## config.mk

```make
export PLATFORM = sky130hd
export DESIGN_NAME = bus_arbiter_tri8
export DESIGN_NICKNAME = d
export VERILOG_FILES = /design/src/rtl/bus_arbiter_tri8.sv
export SDC_FILE = /design/constraint.sdc
export NUM_CORES = 1
export LEC_CHECK = 0
export CAP_MARGIN = 15
export CORE_ASPECT_RATIO = 0.9
export CORE_MARGIN = 5
export CORE_UTILIZATION = 50
export CTS_CLUSTER_SIZE = 25
export DETAILED_ROUTE_END_ITERATION = 6
export GPL_ROUTABILITY_DRIVEN = 0
export PLACE_DENSITY = 0.74
export RECOVER_POWER = 100
export SETUP_SLACK_MARGIN = 0.02
export SYNTH_ARGS = -nofsm -noshare
export SYNTH_HDL_FRONTEND = slang
export SYNTH_SLANG_ARGS = --single-unit
```

## constraint.sdc

```tcl
create_clock -name clk -period 2.06 [get_ports clk]
set_input_delay 0.412 -clock clk [delete_from_list [all_inputs] [get_ports clk]]
set_output_delay 0.412 -clock clk [all_outputs]
set_load 0.02 [all_outputs]
```

## src/rtl/bus_arbiter_tri8.sv

```systemverilog
// rtl/bus_arbiter_tri8.sv - round-robin owner selection for a shared 8-bit tri-state bus
//
// Generates the one-hot enable vector for N per-requester 8-bit tri-state
// buffers. At most one buffer is enabled at a time, and every hand-over
// (including a regrant to the same requester) is separated by TURN_CYCLES
// cycles with all enables low, so two drivers never overlap on the bus.
//
// Optional feature: define ARB_TIMEOUT_EN to force an owner off the bus
// after MAX_HOLD consecutive cycles of ownership.
//
// Ports:
//   clk      in   rising-edge clock
//   rst      in   synchronous active-high reset
//   req      in   [N]  level request per requester
//   ena      out  [N]  registered one-hot/zero buffer enables
//   gnt      out  [N]  grant to requesters, identical to ena
//   owner    out  [OW] index of current owner, valid while busy
//   busy     out  high while any ena bit is high
//   timeout  out  one-cycle pulse on forced release (0 without ARB_TIMEOUT_EN)

module bus_arbiter_tri8 #(
   parameter int N           = 4,
   parameter int TURN_CYCLES = 1,
   parameter int MAX_HOLD    = 16,
   localparam int OW         = (N > 1) ? $clog2(N) : 1
) (
   input  logic          clk,
   input  logic          rst,
   input  logic [N-1:0]  req,
   output logic [N-1:0]  ena,
   output logic [N-1:0]  gnt,
   output logic [OW-1:0] owner,
   output logic          busy,
   output logic          timeout
);

   typedef enum logic [1:0] {
      IDLE,
      OWN,
      TURN
   } state_t;

   state_t        state;
   logic [OW-1:0] ptr;
   logic [3:0]    cnt;

   logic          win_valid;
   logic [OW-1:0] win_idx;
   logic [N-1:0]  win_onehot;
   logic [OW-1:0] next_ptr;
   logic          release_own;

   // Circular search starting at ptr. Walking the offsets downwards lets the
   // smallest offset with a request overwrite the others, so the nearest
   // requester after ptr wins.
   always_comb begin
      win_valid  = 1'b0;
      win_idx    = '0;
      win_onehot = '0;
      for (int i = N - 1; i >= 0; i--) begin
         if (req[(int'(ptr) + i) % N]) begin
            win_valid = 1'b1;
            win_idx   = OW'((int'(ptr) + i) % N);
         end
      end
      if (win_valid) begin
         win_onehot[win_idx] = 1'b1;
      end
   end

   assign next_ptr = (int'(owner) == N - 1) ? '0 : owner + 1'b1;
   assign gnt      = ena;

`ifdef ARB_TIMEOUT_EN
   localparam logic [7:0] HOLD_LAST = 8'(MAX_HOLD - 1);

   logic [7:0] hold;
   logic       timeout_q;
   logic       hold_expired;

   // hold counts completed OWN cycles; it reaches HOLD_LAST on the
   // MAX_HOLD-th cycle with ena high, which is the last one allowed.
   assign hold_expired = (hold == HOLD_LAST);
   assign release_own  = !req[owner] || hold_expired;
   assign timeout      = timeout_q;
`else
   logic unused_max_hold;

   assign unused_max_hold = (MAX_HOLD != 0);
   assign release_own     = !req[owner];
   assign timeout         = 1'b0;
`endif

   always_ff @(posedge clk) begin
      if (rst) begin
         state <= IDLE;
         ena   <= '0;
         owner <= '0;
         busy  <= 1'b0;
         ptr   <= '0;
         cnt   <= '0;
`ifdef ARB_TIMEOUT_EN
         hold      <= '0;
         timeout_q <= 1'b0;
`endif
      end else begin
`ifdef ARB_TIMEOUT_EN
         timeout_q <= 1'b0;
`endif
         case (state)
            IDLE: begin
               if (win_valid) begin
                  ena   <= win_onehot;
                  owner <= win_idx;
                  busy  <= 1'b1;
                  state <= OWN;
`ifdef ARB_TIMEOUT_EN
                  hold  <= '0;
`endif
               end
            end

            OWN: begin
               if (release_own) begin
                  ena   <= '0;
                  busy  <= 1'b0;
                  ptr   <= next_ptr;
                  cnt   <= 4'(TURN_CYCLES);
                  state <= TURN;
`ifdef ARB_TIMEOUT_EN
                  // Only a release the owner did not ask for is reported.
                  timeout_q <= req[owner];
`endif
               end
`ifdef ARB_TIMEOUT_EN
               else begin
                  hold <= hold + 8'd1;
               end
`endif
            end

            TURN: begin
               // The edge that takes cnt to zero is also the arbitration
               // edge, giving exactly TURN_CYCLES all-off cycles.
               if (cnt <= 4'd1) begin
                  cnt <= '0;
                  if (win_valid) begin
                     ena   <= win_onehot;
                     owner <= win_idx;
                     busy  <= 1'b1;
                     state <= OWN;
`ifdef ARB_TIMEOUT_EN
                     hold  <= '0;
`endif
                  end else begin
                     state <= IDLE;
                  end
               end else begin
                  cnt <= cnt - 4'd1;
               end
            end

            default: begin
               state <= IDLE;
               ena   <= '0;
               busy  <= 1'b0;
            end
         endcase
      end
   end

endmodule

```

==> results of run 1 <==
-- cells by family after synthesis --
logic type      count (synthesis)
flops                          15
mux                             8
compound gates                 27
other cells                     1
simple gates                   35
fa+ha+maj                       7
buf+inv                        13
-- sequential cells by signal, indices dropped and copies added, names as in the netlist --
register,count
ena,4
owner,2
state,2
ptr,2
busy,1
cnt,4
-- power by group through the flow --
stage | clock network [W] | registers (W) | logic, W
finish | 0.000174 | 0.000421 | 0.000624
global route | 0.000202 | 0.000433 | 0.000692
CTS | 0.000178 | 0.000424 | 0.000658
detailed placement | 0 | 0.000430 | 0.000653
global placement | 0 | 0.000424 | 0.000634
floorplan | 0 | 0.000456 | 0.000423
-- worst max-delay path: stages --
cell,delay [ps]
dlygate4sd3_1,640
mux2i_1,240
o221ai_1,320
or3_1,390
a21oi_1,140
-- placed cells by master (no fill, tap or decap), drive strengths merged --
cell type / n
buf: 7
or3: 2
o2bb2ai: 2
mux2i: 7
a32o: 1
conb: 1
dlygate4sd3: 13
nor4: 1
a311oi: 1
dfxtp: 15
ha: 7
a21oi: 9
nand3: 2
o22a: 1
a31oi: 1
o21ai: 4
and3: 1
o31ai: 1
a2bb2oi: 1
a21o: 2
nor3: 3
nand2: 8
nand2b: 2
mux2: 1
o221ai: 1
clkbuf: 4
o2bb2a: 1
nand3b: 2
clkdlybuf4s50: 3
nor2: 12
inv: 7
a211oi: 2
nor2b: 1
nor3b: 1
-- area by class of cell --
class                   count  share of cell area
multi-input cells          78               0.483
flip-flops and latches     15               0.261
repair buffers             23               0.185
well taps                  24              0.0261
clock buffers               4              0.0228
inverters                   7              0.0228
-- worst min path at each step --
stage                   to  cells after the start
floorplan           cnt[1]                      2
global placement    ptr[0]                      2
detailed placement  cnt[1]                      2
CTS                 cnt[1]                      2
global route        ena[2]                      1
finish              cnt[1]                      2
-- metrics by stage --
stage	std cells	total power, W
floorplan	106	0.000879
global placement	147	0.00106
detailed placement	147	0.00108
CTS	151	0.00126
global route	151	0.00133
finish	151	0.00122
-- metal layers --
metal	vias up	part of all wire
li1	412	-
met1	395	0.45
met2	15	0.49
met3	5	0.042
met4	0	0.023
met5	-	0
==> metrics.txt, run 1 <==
run status=complete, no violations; fin util=0.671; final hold slack=approximately 480 ps; GRT overflow=0; area of the multi-input gates=556 sq um; compound-gate portion of the synthesized area=0.219; fin crit share=0.932; cts repair resizes=0; Sequential Power Share=0.345; PortBufs=16; Slew Limit Fails=0; I/O pin total=18; fin area=about 1200 sq um; Root Driver=clkbuf_4; worst min path class=flip-flop to flip-flop; Placeable Area=about 1700 sq um; die area=about 2800 sq um; Hold Vio Cnt, Final=0; Post-Synth XOR/XNOR Area=0; CTS max path bufs=2; Reg-to-Reg End=ena[0]; drt pass-1 iters=4; Slew @ Worst Pin=about 590 ps; ys flop type=dfxtp_1; Leak=slightly below 0.5 nW; CP Capture Type=flip-flop; Req. time, crit path=2280 ps; Startpoint Class=input pin; first-pass GRT wire length=3650 microns; Max Cap Viol=0; gate count of the mapped netlist=between 100 and 150; setup TNS=0 ps; die height=a little over 50 microns; DR DRC count=0; Filler cells=roughly 170; Combinational Power Share=0.512; Worst-path clk slew=around 80 ps; EDFF count, synth=0; Synth async-reset ratio=0; Placed Area=about 1100 sq um; Sw Share=0.418; Final nets=141; Reg area=300 sq um; Synth Area in Simple Gates=0.200; CTS tree=built; layout cells sized above 1=0.118; Setup CP Type=input pin to flip-flop; post-synthesis cell type count=33; Starting Density=0.542; Final setup viols=0; Worst Setup EP=cnt[1]; combinational family with the most area after synthesis=compound AO/OA/AOI/OAI gates; VDD IR max=0.657 mV; Max FO, Critical Path=7; total CTS buffers=3; Relative slew margins=0.604; met1 Use GR=0.188; Internal Power=0.000709 W; main area contributors after synthesis=dfxtp_1, ha_1, mux2i_1; latest clock arrival within the worst-skew pair=300 ps; Clock Power Share=0.143; clock tree sinks=15; net switching power figure=between 0.0005 and 0.0006 W; most common cell in the netlist=dfxtp_1; clock skew=around 15 ps; Worst R2R Setup Slack=about 240 ps; f_max=between 500 and 600 MHz; Tmin final=approximately 1900 ps; htree depth=1; hold buffer count at cts=0; via count=roughly 830; Worst R2R Start=cnt[0]; worst hold start=cnt[1]; commonest cells in the netlist=dfxtp_1, nor2_1, a21oi_1, nand2_1; Final ANT Viol Nets=0; Setup Fix Bufs, Post-CTS=0; PwrDens=~1100 nW/um^2; GR Util met2=0.283; maximum number of pins on one net before global-route repair=13; Net Count, Synth=about 120; area leader, netlist=dfxtp_1; FF+latch count, synth=15; top-area cell type share of the netlist area=0.323; mux contribution to synthesized area=0.0874; register area share after synthesis=0.323; Vias/cell=5.48; critical path startpoint=req[2]; synthesized area=931 sq um; Post-DP HPWL=about 1600 microns; Yosys warnings=0; First DRT Iteration DRCs=20; Area Overhead vs Synth=23.7%; num rows=14; Post-Place Worst Slack=-84.7 ps; vias in the first global route=840; RSZ-0062 raised after global routing=no; post-route setup slack=roughly 140 ps; Total Wirelength=a little over 2000 microns; syn_area_per_cell=8.78 sq um; WL/cell=about 14 microns; crit path DAT=between 2000 and 2500 ps; GRT Util Overall=0.163; busiest grt layer=met2; R2R depth=7; met3 Use GR=0.0403; Synth Area in Adders=0.0941; DIE WIDTH=around 55 microns; initial antenna violation count=0; ant diodes=0
No activity file was read; power rests on OpenSTA's default activity.
==> run 2, diff against run 1 <==
CORE_MARGIN = 2   (was 5)
==> metrics.txt, run 2 (same netlist as run 1, synthesis figures left out) <==
fin area=1140 sq um (-1.3%); worst min path class=flip-flop to flip-flop; Final setup viols=0 (unchanged); via count=803 (-2.9%); clock skew=12.0 ps (-2.89 ps); CP Capture Type=flip-flop; Area Overhead vs Synth=22.0%; Placed Area=1120 sq um (-0.66%); Final Non-Filler Cells=150 (-0.66%); Placeable Area=1720 sq um (unchanged); maximum number of pins on one net before global-route repair=13 (unchanged); Slew Limit Fails=0 (unchanged); crit path DAT=2100 ps (-40 ps); Hold Vio Cnt, Final=0 (unchanged); Sw Share=0.413 (-0.00570); CTS max path bufs=2 (unchanged); commonest cells after routing, fill and taps aside=dfxtp_1, nor2_1, dlygate4sd3_1, nand2_1, a21oi_1; Reg-to-Reg End=cnt[1]; first-pass GRT wire length=3400 microns (-6.8%); GRT overflow=0 (unchanged); Tmin final=1880 ps (-35.2 ps); leading cell type in the layout, fill and taps excluded=dfxtp_1; RSZ-0062 raised after global routing=no; PortBufs=16 (unchanged); fin crit share=0.915 (-0.0171); DIE WIDTH=49.5 microns (-11%); run status=complete, no violations; First DRT Iteration DRCs=13 (-35%); Root Driver=clkbuf_4; VDD IR max=0.560 mV (-15%); Sequential Power Share=0.350 (+0.005); Final ANT Viol Nets=0 (unchanged); layout cells sized above 1=0.119 (+0.000937); CTS tree=built; Relative slew margins=0.637 (+0.0329); Worst-path clk slew=100 ps (+20 ps); WL/cell=12.8 microns (-6.6%); net switching power figure=0.000495 W (-2.9%); total CTS buffers=3 (unchanged); Setup Fix Bufs, Post-CTS=0 (unchanged); Clock Power Share=0.138 (-0.005); Worst Hold Depth=2 (unchanged); CP peak stage delay=590 ps (-50 ps); initial antenna violation count=0 (unchanged); Filler cells=161 (-3.6%); Leak=0.475 nW (-1.2%); ant diodes=0 (unchanged); Internal Power=0.000705 W (-0.63%); Worst R2R Start=cnt[0]; Slew @ Worst Pin=545 ps (-45.7 ps); vias in the first global route=777 (-7.5%); cts repair resizes=0 (unchanged); Combinational Power Share=0.512 (about the same); Max Cap Viol=0 (unchanged); worst hold start=cnt[1]; hold buffer count at cts=0 (unchanged); Starting Density=0.542 (unchanged); crit-path cells=dlygate4sd3_1 > nor4_2 > a21oi_1 > a21o_1 > a21oi_2 > a32o_1; drt pass-1 iters=4 (unchanged); f_max=531 MHz (+1.9%); Hold Crit Endpoint=cnt[1]; clock tree sinks=15 (unchanged); Post-DP HPWL=1490 microns (-9.4%); Worst R2R Setup Slack=380 ps (+140 ps); GRT Util Overall=0.200 (+0.0370); Total Wirelength=1910 microns (-7.3%); leading registers by flop count=cnt (4), ena (4); slowest library cell on the worst path=dlygate4sd3_1; Startpoint Class=input pin; latest clock arrival within the worst-skew pair=280 ps (-20 ps); Req. time, crit path=2270 ps (about the same); Max FO, Critical Path=4 (-3); PwrDens=1060 nW/um^2 (-0.29%); die height=44.9 microns (-12%); die area=2220 sq um (-21%); placed insts=146 (-0.68%); Vias/cell=5.35 (-2.3%); R2R depth=7 (unchanged); DR DRC count=0 (unchanged); Setup CP Type=input pin to flip-flop; num rows=14 (unchanged); Final nets=140 (-0.71%); I/O pin total=18 (unchanged); fin util=0.662 (-0.00875); htree depth=1 (unchanged)
==> run 2: final cells by class <==
| cell class | instances | area (sq um) | area share |
|---|---|---|---|
| multi-input combinational | 78 | 548 | 0.482 |
| sequential | 15 | 300 | 0.264 |
| clock buffer | 4 | 26.3 | 0.0231 |
| tap | 24 | 30.0 | 0.0264 |
| timing repair buffer | 22 | 205 | 0.181 |
| inverter | 7 | 26.3 | 0.0231 |
==> run 2: per-layer routing <==
| layer | wire length (microns) | part of all wire | global-route usage |
|---|---|---|---|
| met5 | 0 | 0 | 0 |
| met4 | 28 | 0.015 | 0.0667 |
| met3 | 73 | 0.038 | 0.0497 |
| met2 | 863 | 0.45 | 0.332 |
| met1 | 949 | 0.50 | 0.261 |
==> run 2: through the flow <==
stage                     setup slack (ps)  hold slack [ps]  total power (W)  setup TNS (ps)
final                                  176              477          0.00120               0
after global routing                  80.4              502          0.00130               0
after floorplan                        475              445         0.000879               0
after global placement                46.5              464          0.00106               0
after detailed placement             -6.18              467          0.00107           -6.18
after CTS                              251              480          0.00124               0
==> run 2: how the worst max path moves through the flow <==
stage | start | end | slack, ps | depth (start not counted)
floorplan | owner[0] | ena[0] | 470 | 5
global placement | req[2] | ena[0] | 50 | 6
detailed placement | req[2] | ena[0] | -6 | 6
CTS | owner[0] | owner[0] | 250 | 1
global route | req[0] | ena[1] | 80 | 6
finish | req[0] | ena[3] | 180 | 6
==> run 2: power by group through the flow <==
stage	Sequential [W]	Clock (W)	Combinational, W
finish	0.000420	0.000165	0.000614
global route	0.000434	0.000182	0.000683
CTS	0.000423	0.000170	0.000649
detailed placement	0.000429	0	0.000645
global placement	0.000427	0	0.000632
floorplan	0.000456	0	0.000423
==> run 2: critical path, delay by kind of cell <==
kind	cells	cell delay, ps
compound gates	4	670
buf+inv	1	590
simple gates	1	430
==> RTL edit: new RTL, settings of run 2 <==
Re-encode `state_t` (3 states) as one-hot, 3 bits wide.
--- a/src/rtl/bus_arbiter_tri8.sv
+++ b/src/rtl/bus_arbiter_tri8.sv
@@ -34,10 +34,10 @@
    output logic          timeout
 );
 
-   typedef enum logic [1:0] {
-      IDLE,
-      OWN,
-      TURN
+   typedef enum logic [2:0] {
+      IDLE = 3'b001,
+      OWN  = 3'b010,
+      TURN = 3'b100
    } state_t;
 
    state_t        state;
Function: no difference found for any inputs over 4 cycles, from zero or initial values and one cycle with rst high; so few cycles prove little.
==> RTL edit against run 2 <==
- wire length is 1.1% lower
- final area is 2.5% lower
- hold slack better by 0.024 ns
- sequential cell count is 1 higher
- worst setup slack worse by 0.051 ns
- clock skew is 0.011 ns lower
- sequential share of layout area is 2.5 points higher
- area after synthesis is 3.8% lower
- synthesized cell count is 3.8% lower
Power is not compared: it rests on default switching activity, and its combinational part moved more than twofold at a synthesized area within 25%.
==> RTL edit: results (changes against run 2) <==
Critical path
  – Top delay family on crit path: simple AND/OR/NAND/NOR gates
  – Worst-path maximum fanout: 4 (unchanged)
  – R2r setup slk: 0.20 ns (-0.18 ns)
  – CP max stage cell: or4_1
  – Crit path from: req[3]
  – Worst Reg-to-Reg Cells: 7 (unchanged)
  – CP arrival: 2.14 ns (+0.04 ns)

Logic synthesis
  – Synth top cells by count: 16 x dfxtp_1, 12 x a21oi_1, 11 x nor2_1
  – Net Count, Synth: 111 (-6.7%)
  – Post-synthesis xor/xnor area fraction: 0.978% (+0.98 points)
  – Complex-gate fraction of the synthesized area: 22.9% (+1.0 points)
  – Netlist cell types: 36 (+9.1%)
  – Yosys Warn Count: 0 (unchanged)
  – Mux cell area share after synthesis: 4.75% (-4.0 points)
  – Ranking of synthesized cells by area: dfxtp_1 36%, a21oi_1 6.7%, nand2b_1 4.9%
  – Avg Cell Area, Syn: 8.78 µm² (about the same)
  – Sequential share of the synthesized area: 35.8% (+3.5 points)
  – Post-Synth Adder-Cell Area: 4.19% (-5.2 points)

Global route
  – Vias in the first global route: 724 (-6.8%)
  – M2 GR Usage: 30.4% (-2.8 points)
  – Initial antenna violation count: 0 (unchanged)
  – M1 GR Usage: 27.3% (+1.2 points)
  – All-Layer GR Usage: 20.1% (+0.031 points)
  – Largest net degree at the start of global routing: 15 (+2)
  – Met3 usage: 5.41% (+0.44 points)
  – First-pass GRT wire length: 3260 µm (-4.3%)

Drt
  – Routed Antenna Nets: 0 (unchanged)
  – Initial DRC Count: 10 (-3)
  – Via Count: 786 (-2.1%)
  – Routed len/inst: 13.0 µm (+2.3%)
  – WL final: 1890 µm (-1.1%)

Placed design
  – IO Port Bufs: 16 (unchanged)
  – DP Wirelength: 1430 µm (-4.0%)
  – Dpl cells: 141 (-3.4%)
  – Placement Cell Area: 1090 µm² (-3.4%)
  – Post-place setup slack: -0.0187 ns (-0.0125 ns)

Min path
  – Min-Delay Startpoint: ena[2]$_SDFFE_PP0P_
  – Worst Hold End: ena[2]$_SDFFE_PP0P_

Clocking
  – Hold Buf Count CTS: 0 (unchanged)
  – Post-CTS Setup Bufs: 0 (unchanged)
  – Clock latency on the worst-skew pair: 0.30 ns (+0.02 ns)
  – Clk slew on worst S/H paths: 0.10 ns (about the same)

Timing
  – Hold Vio Cnt, Final: 0 (unchanged)
  – Final worst-path cycle share: 93.9% (+2.5 points)
  – Clock Skews: 0.00138 ns (-0.0107 ns)
  – Fin Hold WS: 0.501 ns (+0.0238 ns)

Cells and area
  – Share of cells above drive strength 1: 12.4% (+0.49 points)
  – Final nets: 131 (-6.4%)
  – Fillcell total: 152 (-5.6%)
  – Regs by FF count: cnt (4), ena (4), state (3)

Power and ir drop
  – Pwr per Cell Area: 681 nW/µm²
  – Clock power frac: 28.5%

Run status
  – Status: completed
## RTL edit: changes by cell type in the layout (fill, tap and decap cells not counted), sizes merged, moves of 4 or more
cell	run 2	this run
mux2i	7	2
nand2b	2	7
ha	7	3
o32ai	0	4
## RTL edit: layout make-up
type,instances,area (µm²),area share [%]
sequential,16,320,28.9
timing repair buffer,22,201,18.2
multi-input combinational,75,504,45.5
inverter,4,15.0,1.36
tap,24,30.0,2.71
clock buffer,4,36.3,3.28
## RTL edit: cells by family (layout without fill, tap and decap cells)
| family | count (synthesis) | after routing |
|---|---|---|
| other | 1 | 1 |
| AND/OR/NAND/NOR | 37 | 37 |
| adder cells (fa/ha/maj) | 3 | 3 |
| flip-flops | 16 | 16 |
| XOR/XNOR | 1 | 1 |
| AO/OA/AOI/OAI | 30 | 30 |
| multiplexers | 3 | 3 |
| buffers and inverters | 11 | 30 |
## RTL edit: per-layer routing
metal / up-vias / routed length, µm
met5: - / 0
met4: 0 / 21
met3: 3 / 109
met2: 21 / 808
met1: 360 / 952
li1: 402 / -
